`config.mk`:
```
export PLATFORM = sky130hd
export DESIGN_NAME = alu_issue_stage
export DESIGN_NICKNAME = d
export VERILOG_FILES = /design/src/rtl/alu_pkg.sv /design/src/rtl/alu_op_decode.sv /design/src/rtl/alu_issue_stage.sv
export SDC_FILE = /design/constraint.sdc
export NUM_CORES = 1
export LEC_CHECK = 0
export ABC_AREA = 1
export ABC_CLOCK_PERIOD_IN_PS = 1800
export CAP_MARGIN = 20
export CORE_UTILIZATION = 50
export CTS_CLUSTER_SIZE = 30
export DETAILED_ROUTE_END_ITERATION = 7
export GPL_ROUTABILITY_DRIVEN = 0
export PLACE_DENSITY = 0.86
export SKIP_LAST_GASP = 1
export SYNTH_ARGS = -nofsm -noshare
export SYNTH_HDL_FRONTEND = slang
export SYNTH_SLANG_ARGS = --single-unit
export TNS_END_PERCENT = 20
```
`constraint.sdc`:
```
create_clock -name clk -period 1.8 [get_ports clk]
set_input_delay 0.27 -clock clk [delete_from_list [all_inputs] [get_ports clk]]
set_output_delay 0.27 -clock clk [all_outputs]
set_load 0.005 [all_outputs]
```
`src/rtl/alu_pkg.sv`:
```
// rtl/alu_pkg.sv - shared constants, state encoding and entry type for the ALU issue stage
// Contents:
//   ALU_XLEN / ALU_OP_W : data and operation-code widths
//   ALU_ADD..ALU_SLTU   : 4-bit ALU operation codes
//   OPC_*               : RV32I major opcodes handled by the stage
//   state_t             : skid-buffer occupancy state
//   entry_t             : one decoded instruction as held in the output/skid registers
//   funct3_op()         : funct3/funct7 to ALU operation mapping shared by OP and OP-IMM
package alu_pkg;

    localparam int ALU_XLEN = 32;
    localparam int ALU_OP_W = 4;

    localparam logic [ALU_OP_W-1:0] ALU_ADD  = 4'd0;
    localparam logic [ALU_OP_W-1:0] ALU_SUB  = 4'd1;
    localparam logic [ALU_OP_W-1:0] ALU_XOR  = 4'd2;
    localparam logic [ALU_OP_W-1:0] ALU_OR   = 4'd3;
    localparam logic [ALU_OP_W-1:0] ALU_AND  = 4'd4;
    localparam logic [ALU_OP_W-1:0] ALU_SLL  = 4'd5;
    localparam logic [ALU_OP_W-1:0] ALU_SRL  = 4'd6;
    localparam logic [ALU_OP_W-1:0] ALU_SRA  = 4'd7;
    localparam logic [ALU_OP_W-1:0] ALU_SLT  = 4'd8;
    localparam logic [ALU_OP_W-1:0] ALU_SLTU = 4'd9;

    localparam logic [6:0] OPC_OP     = 7'b0110011;
    localparam logic [6:0] OPC_OP_IMM = 7'b0010011;
    localparam logic [6:0] OPC_LUI    = 7'b0110111;

    typedef enum logic [1:0] {
        ST_EMPTY = 2'd0,
        ST_FULL  = 2'd1,
        ST_SKID  = 2'd2
    } state_t;

    typedef struct packed {
        logic [ALU_XLEN-1:0] in_1;
        logic [ALU_XLEN-1:0] in_2;
        logic [ALU_OP_W-1:0] op;
        logic [4:0]          rd;
        logic                rd_we;
        logic                illegal;
    } entry_t;

    // is_reg distinguishes OP from OP-IMM: only the register form can encode SUB.
    function automatic logic [ALU_OP_W-1:0] funct3_op(input logic [2:0] funct3,
                                                      input logic [6:0] funct7,
                                                      input logic       is_reg);
        logic [ALU_OP_W-1:0] op;
        case (funct3)
            3'b000:  op = (is_reg && funct7 == 7'b0100000) ? ALU_SUB : ALU_ADD;
            3'b001:  op = ALU_SLL;
            3'b010:  op = ALU_SLT;
            3'b011:  op = ALU_SLTU;
            3'b100:  op = ALU_XOR;
            3'b101:  op = funct7[5] ? ALU_SRA : ALU_SRL;
            3'b110:  op = ALU_OR;
            default: op = ALU_AND;
        endcase
        return op;
    endfunction

endpackage

```
`src/rtl/alu_op_decode.sv`:
```
// rtl/alu_op_decode.sv - combinational RV32I OP/OP-IMM/LUI decode into ALU operands and op code
// Ports:
//   instr, rs1_data, rs2_data : raw instruction and its register-file reads
//   alu_in_1, alu_in_2, alu_op: ALU operands and operation
//   rd, rd_we                 : write-back destination and enable
//   illegal                   : opcode is not OP, OP-IMM or LUI
module alu_op_decode
    import alu_pkg::*;
(
    input  logic [ALU_XLEN-1:0] instr,
    input  logic [ALU_XLEN-1:0] rs1_data,
    input  logic [ALU_XLEN-1:0] rs2_data,
    output logic [ALU_XLEN-1:0] alu_in_1,
    output logic [ALU_XLEN-1:0] alu_in_2,
    output logic [ALU_OP_W-1:0] alu_op,
    output logic [4:0]          rd,
    output logic                rd_we,
    output logic                illegal
);

    logic [6:0] opcode;
    logic [2:0] funct3;
    logic [6:0] funct7;
    logic       is_shift;

    assign opcode   = instr[6:0];
    assign funct3   = instr[14:12];
    assign funct7   = instr[31:25];
    assign is_shift = (funct3 == 3'b001) || (funct3 == 3'b101);

    always_comb begin
        alu_in_1 = '0;
        alu_in_2 = '0;
        alu_op   = ALU_ADD;
        illegal  = 1'b0;
        case (opcode)
            OPC_OP: begin
                alu_in_1 = rs1_data;
                alu_in_2 = rs2_data;
                alu_op   = funct3_op(funct3, funct7, 1'b1);
            end
            OPC_OP_IMM: begin
                alu_in_1 = rs1_data;
                // Shift-immediates carry only a 5-bit shamt; the upper bits are the SRAI selector.
                alu_in_2 = is_shift ? {27'b0, instr[24:20]}
                                    : {{20{instr[31]}}, instr[31:20]};
                alu_op   = funct3_op(funct3, funct7, 1'b0);
            end
            OPC_LUI: begin
                alu_in_2 = {instr[31:12], 12'b0};
            end
            default: begin
                illegal = 1'b1;
            end
        endcase
    end

    assign rd    = instr[11:7];
    assign rd_we = !illegal && (instr[11:7] != 5'd0);

endmodule

```
`src/rtl/alu_issue_stage.sv`:
```
// rtl/alu_issue_stage.sv - ALU issue stage: decode plus 2-entry skid buffer on a valid/ready pipe
// Ports:
//   clk, rst_n               : clock, asynchronous active-low reset
//   flush                    : synchronous drop of all buffered entries
//   in_valid, in_ready       : upstream handshake
//   instr, rs1_data, rs2_data: instruction and operands
//   out_valid, out_ready     : downstream handshake
//   alu_in_1, alu_in_2       : ALU operands
//   alu_op                   : ALU operation code
//   rd, rd_we, illegal       : write-back metadata
module alu_issue_stage
    import alu_pkg::*;
#(
    parameter int XLEN = ALU_XLEN,
    parameter int OP_W = ALU_OP_W
) (
    input  logic            clk,
    input  logic            rst_n,
    input  logic            flush,
    input  logic            in_valid,
    output logic            in_ready,
    input  logic [31:0]     instr,
    input  logic [XLEN-1:0] rs1_data,
    input  logic [XLEN-1:0] rs2_data,
    output logic            out_valid,
    input  logic            out_ready,
    output logic [XLEN-1:0] alu_in_1,
    output logic [XLEN-1:0] alu_in_2,
    output logic [OP_W-1:0] alu_op,
    output logic [4:0]      rd,
    output logic            rd_we,
    output logic            illegal
);

    state_t state;
    state_t state_nxt;
    entry_t dec;
    entry_t out_q;
    entry_t skid_q;
    logic   accept;
    logic   pop;
    logic   load_out_dec;
    logic   load_out_skid;
    logic   load_skid;

    alu_op_decode u_decode (
        .instr    (instr),
        .rs1_data (rs1_data),
        .rs2_data (rs2_data),
        .alu_in_1 (dec.in_1),
        .alu_in_2 (dec.in_2),
        .alu_op   (dec.op),
        .rd       (dec.rd),
        .rd_we    (dec.rd_we),
        .illegal  (dec.illegal)
    );

    // Both handshake outputs come from the state register alone, so out_ready
    // never reaches in_ready combinationally.
    assign in_ready  = (state != ST_SKID);
    assign out_valid = (state != ST_EMPTY);
    assign accept    = in_valid && in_ready;
    assign pop       = out_valid && out_ready;

    always_comb begin
        state_nxt     = state;
        load_out_dec  = 1'b0;
        load_out_skid = 1'b0;
        load_skid     = 1'b0;
        if (flush) begin
            state_nxt = ST_EMPTY;
        end else begin
            case (state)
                ST_EMPTY: begin
                    if (accept) begin
                        state_nxt    = ST_FULL;
                        load_out_dec = 1'b1;
                    end
                end
                ST_FULL: begin
                    if (accept && pop) begin
                        load_out_dec = 1'b1;
                    end else if (accept) begin
                        state_nxt = ST_SKID;
                        load_skid = 1'b1;
                    end else if (pop) begin
                        state_nxt = ST_EMPTY;
                    end
                end
                ST_SKID: begin
                    if (pop) begin
                        state_nxt     = ST_FULL;
                        load_out_skid = 1'b1;
                    end
                end
                default: begin
                    state_nxt = ST_EMPTY;
                end
            endcase
        end
    end

    always_ff @(posedge clk or negedge rst_n) begin
        if (!rst_n) begin
            state  <= ST_EMPTY;
            out_q  <= '0;
            skid_q <= '0;
        end else begin
            state <= state_nxt;
            if (load_out_dec) begin
                out_q <= dec;
            end else if (load_out_skid) begin
                out_q <= skid_q;
            end
            if (load_skid) begin
                skid_q <= dec;
            end
        end
    end

    assign alu_in_1 = out_q.in_1;
    assign alu_in_2 = out_q.in_2;
    assign alu_op   = out_q.op;
    assign rd       = out_q.rd;
    assign rd_we    = out_q.rd_we;
    assign illegal  = out_q.illegal;

endmodule

```
# [Yosys cells after proc, flatten, opt, wreduce, memory -nomap -nowiden]
# Index checks and enable logic that the tools add are counted.
[classes] mux=28 reduce_logical=13 eq_ne=17
[ops] op="75-bit 2-to-1 mux" n=2
[ops] op="32-bit one-hot mux with 3 select lines" n=1
[ops] op="32-bit 2-to-1 mux" n=2
[ops] op="4-bit one-hot mux with 7 select lines" n=2
[ops] op="7-bit by 6-bit equality test with 1-bit output, second input constant" n=3
[ops] op="1-bit 2-to-1 mux" n=12
[ops] op="2-bit 2-to-1 mux" n=6
[ops] op="3-bit equality test, second input constant" n=3
[ops] op="3-bit != test, second input constant" n=3
[ops] op="4-bit one-hot mux with 2 select lines" n=1
[ops] op="7-bit by 5-bit equality test with 1-bit output, second input constant" n=1
[ops] op="3-bit by 2-bit equality test with 1-bit output, second input constant" n=2
[ops] op="2-bit one-hot mux with 3 select lines" n=1
[ops] op="5-bit nonzero test" n=1
[ops] op="1-bit logical AND" n=4
[ops] op="4-bit != test, second input constant" n=1
[ops] op="4-bit AND reduction" n=1
[ops] op="2-bit nonzero test" n=2
[ops] op="3-bit by 1-bit equality test with 1-bit output, second input constant" n=1
[ops] op="3-bit zero test" n=1
[ops] op="3-bit OR reduction" n=1
[ops] op="2-bit by 1-bit equality test with 1-bit output, second input constant" n=1
[ops] op="2-bit equality test, second input constant" n=1
[ops] op="2-bit zero test" n=1
[ops] op="other kinds (4)" n=4
[word_totals] inputBits=101 ff_bits=152 out_inout_bits=77

# [Logic depth before layout (Yosys ltp)]
# Gate-level depths: netlist (run 1).
[logic_depth] ltp_word=7 mapped_depth=10

# [Modules after synthesis]
# A second synthesis (run 1) with hierarchy kept.
[hier_totals] hier_cells=978 area_unflattened_um2=7522.2
[modules_own_cells] mod="alu_issue_stage" area_per_inst_um2=6486.2 instances=1 seq_area_each_um2=3803.6 cells_per_inst=748
[modules_own_cells] mod="alu_op_decode" area_per_inst_um2=1036.0 instances=1 seq_area_each_um2=0.0 cells_per_inst=230

# [Worst setup path after synthesis (run 1)]
# OpenSTA, ideal clock, no wires.
[synth_timing] path_type="flip-flop to flip-flop" startpoint="reg state[1]" endpoint="reg out_q (netlist bit rd[3])" setup_time_ns=0.130 path_slack_ns=0.410 period_less_slack_ns=1.390 path_buffers=2 t_required_ns=1.670 arrival_time_ns=1.260 path_stages_with_launch=9 cell_sequence="dfrtp_1 nor2_1 nand2_1 a21oi_2 buf_6 nor2_8 buf_4 nand2_1 o211ai_1"
[synth_via] elab_chain_cells=7
[synth_lines] element="from (decl)" line="alu_issue_stage.sv:35" source="state_t state;"
[synth_lines] element="from (signal assigned)" line="alu_issue_stage.sv:109" source="state <= state_nxt;"
[synth_lines] element="2-bit != test / 2-bit nonzero test (equally long branches)" line="alu_issue_stage.sv:60, alu_issue_stage.sv:61"
[synth_lines] element="1-bit logical AND (on tied branches)" line="alu_issue_stage.sv:62, alu_issue_stage.sv:63"
[synth_lines] element="1-bit logical AND" line="alu_issue_stage.sv:81" source="if (accept && pop) begin"
[synth_lines] element="1-bit 2-to-1 mux" line="alu_issue_stage.sv:81"
[synth_lines] element="1-bit one-hot mux with 2 select lines" line="alu_issue_stage.sv:73" source="case (state)"
[synth_lines] element="1-bit 2-to-1 mux" line="alu_issue_stage.sv:70" source="if (flush) begin"
[synth_lines] element="75-bit 2-to-1 mux / 2-bit nonzero test (equally long branches)"
[synth_lines] element="to (signal assigned)" line="alu_issue_stage.sv:113" source="out_q <= skid_q;"
[synth_lines] element="to (decl)" line="alu_issue_stage.sv:38" source="entry_t out_q;"
# Several ways; a longest one is shown, not always the timed one.
# A chain may end at the register's enable or synchronous reset.

# [Worst setup path in the final report (run 1)]
[layout_timing] startpoint="reg state[1]" endpoint="out in_ready"
[layout_via] elab_chain_cells=1
[layout_lines] element="2-bit != test" line="alu_issue_stage.sv:60" source="assign in_ready = (state != ST_SKID);"
[layout_lines] element="to (decl)" line="alu_issue_stage.sv:21" source="output logic in_ready,"
# Every way passes these cells.

==> impl_metrics.json, run 1 <==
{
  "critPathKind": "reg2out",
  "grt_pass1_vias": 6923,
  "total_power_mw": 8.41,
  "slowest_stage": "clkdlybuf4s50_1",
  "drt-initial-drc-count": 576,
  "synth_edf_count": 0,
  "routed_wirelength_um": 20300,
  "fp.dieArea_mm2": 0.0153,
  "cp-start-kind": "flop",
  "grt_overflow": 0,
  "synth-main-ff-cell": "dfrtp_1",
  "cts_root_buffer": "clkbuf_16",
  "pwr-share-clk_pct": 36.8,
  "pwr-share-comb_pct": 17.0,
  "yosys.area.top_type": "dfrtp_1",
  "antenna_found_initial": 0,
  "synth_warnings": 0,
  "drtAntennaViolNets": 0,
  "synth_top_area_share_pct": 51.3,
  "drv_cap": 0,
  "skew_ns": 0.00637,
  "die_w_um": 124,
  "seq_area_frac_synth_pct": 51.3,
  "yosys-top-cells-count": "nand2_1 (502), dfrtp_1 (152), nand3_1 (116)",
  "syn_inst": 1015,
  "rrSetupSlack_ns": 0.10,
  "cts_tree": "done",
  "clockBufferDepth": 2,
  "maxSlewViolCount": 0,
  "critical-path-top-delay-family": "buffers and inverters",
  "drive_gt1_share_pct": 7.80,
  "insertion_delay_ns": 0.42,
  "clk_pin_slew_worst_paths_ns": 0.06,
  "drt_pass1_iterations": 6,
  "fp.coreArea_mm2": 0.0145,
  "hp-class": "in2async",
  "num_antenna_cells": 0,
  "ys_seq_elements": 152,
  "cp_max_fo": 3,
  "setup_viol": 0,
  "outcome": "finished clean",
  "rows": 44,
  "cts_max_level": 4,
  "num_io_pins": 178,
  "endpoint_kind": "primary output",
  "power.density_mw_per_mm2": 824,
  "grt_util_met3_pct": 7.14,
  "period_minus_slack_ns": 1.75,
  "hpwl_um": 14200,
  "syn_area_per_cell_um2": 7.31,
  "busiest_layer": "met2",
  "rsz0062_at_grt": "true",
  "internal-power_mw": 6.28,
  "grt_pass1_wl_um": 33100,
  "path_cells": "buf_4 -> nand2_1 -> clkdlybuf4s50_1",
  "yosys-top-cells-area": "dfrtp_1 (51%), nand2_1 (25%), nand3_1 (7.8%)",
  "wl_per_cell_um": 14.5,
  "setup_tns_ns": 0,
  "crit_required_ns": 1.53,
  "timing.final.crit_share_pct": 97.4,
  "yosysUniqueCellTypes": 25,
  "drc": 0,
  "yosysMostFrequentCell": "nand2_1",
  "tightest_slew_ns": 0.632,
  "cp.arrival_ns": 1.48,
  "cts.sinks": 152,
  "slew_headroom_pct": 57.8,
  "die_h_um": 124,
  "finalHoldViolCount": 0,
  "syn_to_final_growth_pct": 37.6,
  "reg2reg_depth": 7,
  "initial_core_util_pct": 51.2,
  "cp_slowest_stage_delay_ns": 0.49,
  "vias": 7347,
  "grt_use_met2_pct": 46.3,
  "io_buffers": 177,
  "max-vdd-ir-drop_mv": 0.641,
  "syn_nets": 1116,
  "crit_buf_inv": 2,
  "p_sw_mw": 2.13,
  "leakagePower_nw": 5.33,
  "grt_use_met1_pct": 36.1,
  "r2r_end": "alu_in_1[25]",
  "max_freq_mhz": 570,
  "cts_buffers": 17,
  "pwr-share-seq_pct": 46.2,
  "fin_nets": 1310,
  "viasPerCell": 5.24,
  "worstReg2RegStart": "state[1]",
  "grt_max_degree": 56,
  "grtUsageTotal_pct": 28.2,
  "async_reset_ff_share_pct": 100,
  "swShare_pct": 25.3,
  "syn-cell-area_mm2": 0.00742
}
[registers in the layout, summed over array words and instances (netlist names)]
| signal | count |
|---|---|
| alu_in_1 | 32 |
| alu_in_2 | 32 |
| alu_op | 4 |
| illegal | 1 |
| rd | 5 |
| rd_we | 1 |
| skid_q | 75 |
| state | 2 |
[through the flow]
stage / worst slack, ns / hold slack [ns] / util [%] / instances / cell area, um^2
2_1_floorplan: 0.410 / -0.0256 / - / 1015 / 7420
3_3_place_gp: -0.122 / 0.175 / 66.8 / 1371 / 9680
3_5_place_dp: -0.132 / 0.177 / 66.8 / 1371 / 9680
4_1_cts: 0.0283 / 0.312 / 70.5 / 1402 / 10200
5_1_grt: -0.0186 / 0.324 / 70.5 / 1402 / 10200
6_report: 0.0461 / 0.305 / 70.5 / 1402 / 10200
[layout make-up]
type | instances | area, um^2
Sequential cell | 152 | 3800
Clock buffer | 23 | 478
Fill cell | 1145 | 4270
Clock inverter | 5 | 25.0
Tap cell | 184 | 230
Timing Repair Buffer | 231 | 2320
Multi-Input combinational cell | 735 | 3080
Inverter | 72 | 270
[worst reg2reg max path: stages, from the launching register on]
cell and delay [ns]:
dfrtp_1 0.38, buf_4 0.15, nor2_1 0.12, nand2_1 0.13, a21oi_4 0.24, buf_4 0.38
nand2_1 0.12, nand3_1 0.11
[worst max path at each step]
stage / to / cells past startpoint / start
2_1_floorplan: rd[3] / 8 / state[1]
3_3_place_gp: alu_in_2[27] / 10 / instr[1]
3_5_place_dp: alu_in_1[2] / 7 / flush
4_1_cts: in_ready / 3 / state[1]
5_1_grt: alu_in_1[17] / 7 / state[1]
6_report: in_ready / 3 / state[1]
[power by group through the flow]
stage,Sequential (mW),Clock [mW],Combinational (mW)
final,3.88,3.10,1.43
after global routing,3.92,3.29,1.59
after CTS,3.88,3.14,1.45
after detailed placement,3.94,0,1.42
after global placement,3.93,0,1.38
after floorplan,3.93,0,0.560
[metal layers]
layer	up-vias	part of all wire [%]
li1	3544	-
met1	3442	41
met2	329	48
met3	32	8.7
met4	0	1.8
met5	-	0
[what timing repair did]
item                                   4_1_cts  5_1_grt
endpoints found under the hold margin       28        0
buffers inserted                             2        0
resized for setup                            1        1
hold buffers                                 1        0
setup endpoints to repair                    2        8
[logic make-up after synthesis]
logic type / after synthesis / share of synthesized area [%]
buffers and inverters: 128 / 7.39
and+or+nand+nor: 673 / 36.8
AOI/OAI and AO/OA: 62 / 4.52
DFF: 152 / 51.3
[cell usage in the layout, fill, tap and decap left out, drive strengths merged]
| cell type | count |
|---|---|
| nand2 | 503 |
| o41ai | 1 |
| nand3 | 118 |
| clkdlybuf4s50 | 175 |
| nand4 | 1 |
| dlygate4sd3 | 1 |
| nor3 | 3 |
| buf | 54 |
| clkinv | 5 |
| dfrtp | 152 |
| clkbuf | 23 |
| inv | 72 |
| nor2 | 47 |
| dlymetal6s2s | 1 |
| o211ai | 7 |
| a21oi | 6 |
| o21ai | 48 |
| nand3b | 1 |
Power figures use the tool's default switching activity.
==> run 2: changes to the inputs <==
--- a/config.mk
+++ b/config.mk
@@ -12,7 +12,7 @@
 export CTS_CLUSTER_SIZE = 30
 export DETAILED_ROUTE_END_ITERATION = 7
 export GPL_ROUTABILITY_DRIVEN = 0
-export PLACE_DENSITY = 0.86
+export PLACE_DENSITY = 0.83
 export SKIP_LAST_GASP = 1
 export SYNTH_ARGS = -nofsm -noshare
 export SYNTH_HDL_FRONTEND = slang
==> impl_metrics.json, run 2 (synthesis gave the netlist of run 1 again) <==
{
  "outcome": "finished clean",
  "clockBufferDepth": 2,
  "rrSetupSlack_ns": 0.09,
  "maxSlewViolCount": 0,
  "initial_core_util_pct": 51.2,
  "most-common-layout-cells": "nand2_1 (502), clkdlybuf4s50_1 (176), dfrtp_1 (151), nand3_1 (116), inv_1 (67)",
  "cts.sinks": 152,
  "max-vdd-ir-drop_mv": 0.699,
  "rsz0062_at_grt": "true",
  "multiInputGateArea_mm2": 0.00308,
  "die_w_um": 124,
  "hp-class": "in2async",
  "hpwl_um": 14000,
  "num_io_pins": 178,
  "max_freq_mhz": 562,
  "period_minus_slack_ns": 1.78,
  "cts_max_level": 4,
  "viasPerCell": 5.22,
  "dr.max_layer_used": "met4",
  "final_common_cell": "nand2_1",
  "insertion_delay_ns": 0.43,
  "wirelength_met1_um": 8860,
  "slew_headroom_pct": 57.9,
  "drive_gt1_share_pct": 7.64,
  "cp-start-kind": "flop",
  "drt_pass1_iterations": 5,
  "worstReg2RegStart": "state[1]",
  "dpl_cell_area_mm2": 0.00960,
  "grt_overflow": 0,
  "cts_tree": "done",
  "cts_root_buffer": "clkbuf_16",
  "timing.final.crit_share_pct": 98.9,
  "setup_viol": 0,
  "leakagePower_nw": 5.34,
  "fp.coreArea_mm2": 0.0145,
  "io_buffers": 177,
  "grt_pass1_wl_um": 33500,
  "r2r_end": "alu_in_2[13]",
  "final_area_mm2": 0.0103,
  "dp_cells": 1367,
  "final-seq-area_mm2": 0.00380,
  "drt-initial-drc-count": 671,
  "tightest_slew_ns": 0.632,
  "cp_max_fo": 3,
  "num_antenna_cells": 0,
  "die_h_um": 124,
  "fin_nets": 1306,
  "wl_met2_um": 10200,
  "grt_max_degree": 82,
  "skew_ns": 0.00790,
  "fillers": 1094,
  "fp.dieArea_mm2": 0.0153,
  "wl_met3_um": 1540,
  "clk_pin_slew_worst_paths_ns": 0.06,
  "grt_pass1_vias": 6850,
  "largest_reg_flops": 75,
  "drv_cap": 0,
  "top_register": "skid_q",
  "critPathKind": "reg2out",
  "setup_tns_ns": 0,
  "drc": 0,
  "wl_per_cell_um": 15.0,
  "vias": 7321,
  "power.density_mw_per_mm2": 907,
  "routed_wirelength_um": 21000,
  "finalHoldViolCount": 0,
  "antenna_found_initial": 0,
  "cp.arrival_ns": 1.51,
  "endpoint_kind": "primary output",
  "syn_to_final_growth_pct": 38.6,
  "rows": 44,
  "drtAntennaViolNets": 0,
  "crit_required_ns": 1.53,
  "grtUsageTotal_pct": 28.9,
  "reg2reg_depth": 9,
  "instances_no_fill": 1402,
  "cts_buffers": 17
}
[run 2: metal layers]
| metal | vias up | track usage (%) |
|---|---|---|
| met5 | - | 0 |
| met1 | 3397 | 38.5 |
| met4 | 0 | 10.9 |
| met3 | 43 | 4.90 |
| met2 | 352 | 47.3 |
| li1 | 3529 | - |
[run 2: worst max-delay path: stages, from the launching register on]
cell and delay [ns]:
dfrtp_1 0.39, buf_4 0.15, nand2_1 0.06, clkdlybuf4s50_1 0.49
[run 2: worst max path at each step]
stage,startpoint,endpoint,slack (ns),cells past startpoint
CTS,state[1],out_valid,0.02,3
global route,state[0],alu_op[3],-0.03,6
detailed placement,flush,rd[2],-0.16,7
global placement,instr[4],alu_in_2[24],-0.14,10
finish,state[1],in_ready,0.02,3
floorplan,state[1],rd[3],0.41,8
[run 2: what timing repair did]
item                       4_1_cts  5_1_grt
gates resized for setup          1        2
setup endpoints to repair        2       11
hold endpoints to repair        39        0
hold buffers                     1        0
setup buffers                    2        0
[run 2: cell type report]
| cell class | count | area share (%) |
|---|---|---|
| sequential | 152 | 37.0 |
| tap | 184 | 2.24 |
| multi-input combinational | 735 | 29.9 |
| clock buffer | 24 | 4.49 |
| inverter | 72 | 2.63 |
| clock inverter | 8 | 1.87 |
| timing repair buffer | 227 | 21.8 |
[run 2: through the flow]
stage | setup slack (ns) | power [mW] | utilization (%) | hold WS, ns
4_1_cts | 0.0160 | 9.35 | 71.0 | 0.352
5_1_grt | -0.0269 | 9.67 | 71.0 | 0.395
3_3_place_gp | -0.140 | 5.30 | 66.3 | 0.225
2_1_floorplan | 0.410 | 4.49 | - | -0.0256
6_report | 0.0196 | 9.32 | 71.0 | 0.349
3_5_place_dp | -0.158 | 5.35 | 66.3 | 0.230
[run 2: where the power goes]
group | internal [mW] | total, mW | switching, mW
clock network | 2.64 | 4.00 | 1.37
registers | 3.74 | 3.89 | 0.159
logic | 0.708 | 1.42 | 0.715
total | 7.08 | 9.32 | 2.24
==> run 3: changes to the inputs <==
--- a/config.mk
+++ b/config.mk
@@ -8,10 +8,12 @@
 export ABC_AREA = 1
 export ABC_CLOCK_PERIOD_IN_PS = 1800
 export CAP_MARGIN = 20
+export CORE_MARGIN = 1
 export CORE_UTILIZATION = 50
 export CTS_CLUSTER_SIZE = 30
 export DETAILED_ROUTE_END_ITERATION = 7
 export GPL_ROUTABILITY_DRIVEN = 0
+export GPL_TIMING_DRIVEN = 0
 export PLACE_DENSITY = 0.83
 export SKIP_LAST_GASP = 1
 export SYNTH_ARGS = -nofsm -noshare
==> impl_metrics.json, run 3 (synthesis gave the netlist of run 1 again) <==
{
  "cts_max_level": 4,
  "finalHoldViolCount": 0,
  "fp.coreArea_mm2": 0.0145,
  "drive_gt1_share_pct": 7.24,
  "grtUsageTotal_pct": 29.4,
  "final_area_mm2": 0.0102,
  "largest_reg_flops": 75,
  "die_w_um": 124,
  "cts_buffers": 17,
  "drt-initial-drc-count": 678,
  "violations": "negative setup slack",
  "initial_core_util_pct": 51.2,
  "max-vdd-ir-drop_mv": 0.868,
  "final-seq-area_mm2": 0.00380,
  "routed_wirelength_um": 21600,
  "drv_cap": 0,
  "leakagePower_nw": 5.30,
  "endpoint_kind": "primary output",
  "setup_slack_ns": -0.0315,
  "grt_max_degree": 97,
  "cts.sinks": 152,
  "setup_viol": 1,
  "critical-path-top-delay-family": "buffers and inverters",
  "slew_headroom_pct": 40.3,
  "maxSlewViolCount": 0,
  "hpwl_um": 15000,
  "antenna_found_initial": 0,
  "top_register": "skid_q",
  "most-common-layout-cells": "nand2_1 (502), clkdlybuf4s50_1 (175), dfrtp_1 (152), nand3_1 (116), inv_1 (66)",
  "cts_tree": "done",
  "grt_pass1_vias": 6936,
  "total_power_mw": 9.35,
  "num_antenna_cells": 0,
  "instances_no_fill": 1413,
  "dp_cells": 1377,
  "clk_pin_slew_worst_paths_ns": 0.06,
  "critPathKind": "reg2out",
  "insertion_delay_ns": 0.43,
  "place_ws_ns": -0.443,
  "grt_pass1_wl_um": 34100,
  "setup_tns_ns": -0.0315,
  "crit_required_ns": 1.53,
  "final_core_util_pct": 70.5,
  "vias": 7428,
  "cp_slowest_stage_delay_ns": 0.50,
  "crit_buf_inv": 2,
  "cp.arrival_ns": 1.56,
  "cts_root_buffer": "clkbuf_16",
  "outcome": "finished with violations",
  "rows": 44,
  "power.density_mw_per_mm2": 916,
  "drtAntennaViolNets": 0,
  "max_freq_mhz": 546,
  "cp_max_fo": 4,
  "drt_pass1_iterations": 5,
  "fin_nets": 1318,
  "wl_per_cell_um": 15.3,
  "hp-class": "in2reg",
  "multiInputGateArea_mm2": 0.00310,
  "cp-start-kind": "flop",
  "clockBufferDepth": 2,
  "syn_to_final_growth_pct": 37.5,
  "io_buffers": 177,
  "slowest_stage": "clkdlybuf4s50_1",
  "viasPerCell": 5.26,
  "fillers": 1170,
  "timing.final.crit_share_pct": 102,
  "period_minus_slack_ns": 1.83,
  "timing.hold.ws_ns": 0.465,
  "num_io_pins": 178,
  "die_h_um": 124,
  "drc": 0,
  "skew_ns": 0.00827,
  "final_common_cell": "nand2_1",
  "path_cells": "inv_2 -> nand2_2 -> clkdlybuf4s50_1",
  "fp.dieArea_mm2": 0.0153,
  "grt_overflow": 0,
  "rsz0062_at_grt": "true",
  "tightest_slew_ns": 0.895,
  "dpl_cell_area_mm2": 0.00945
}
## run 3: changes by cell type in the layout (fill, tap and decap cells not counted), moves of 7 or more
cell	previous run	this run
buf_12	7	0
buf_2	0	18
buf_4	41	14
clkbuf_1	6	20
clkbuf_2	0	7
## run 3: path summary, 6_finish.rpt
check	start	to	slack (ns)	cells after the start
setup / recovery	state[1]	out_valid	-0.03	3
setup reg to reg	state[1]	skid_q[27]	0.04	7
hold reg to reg	alu_in_1[30]	alu_in_1[30]	0.48	2
max in group asynchronous	rst_n	alu_in_2[19]	0.49	3
min in group asynchronous	rst_n	alu_in_1[2]	0.52	2
hold / removal	rs1_data[19]	skid_q[62]	0.46	5
## run 3: layout make-up
class,count,share of cell area (%)
tap,184,2.26
multi-input combinational,735,30.4
buffer,56,2.81
clock inverter,12,2.18
clock buffer,19,4.34
sequential,152,37.3
timing repair buffer,183,18.1
inverter,72,2.70
## run 3: metal layers
| metal | vias to the layer above | wire, um | GRT usage [%] |
|---|---|---|---|
| li1 | 3559 | - | - |
| met1 | 3471 | 9020 | 36.9 |
| met2 | 346 | 10400 | 49.3 |
| met3 | 52 | 1630 | 5.77 |
| met4 | 0 | 556 | 12.7 |
| met5 | - | 0 | 0 |
## run 3: repair_timing
item,in CTS,in global routing
endpoints found under the setup margin,8,139
setup buffers,0,4
hold buffers,1,0
endpoints found under the hold margin,74,0
gates resized for setup,2,23
pin swaps,0,1
## run 3: where the power goes
group          total [mW]  internal [mW]  switching, mW
logic                1.39          0.677          0.713
registers            3.89           3.73          0.159
clock network        4.07           2.63           1.44
## run 3: worst reg2reg max path, stage by stage (launching register included)
cell and delay (ns):
dfrtp_1 0.44, nor2_1 0.15, nand2_1 0.14, nor2_4 0.14, buf_4 0.17, clkbuf_1 0.41, nand2_1 0.15, nand2_1 0.11
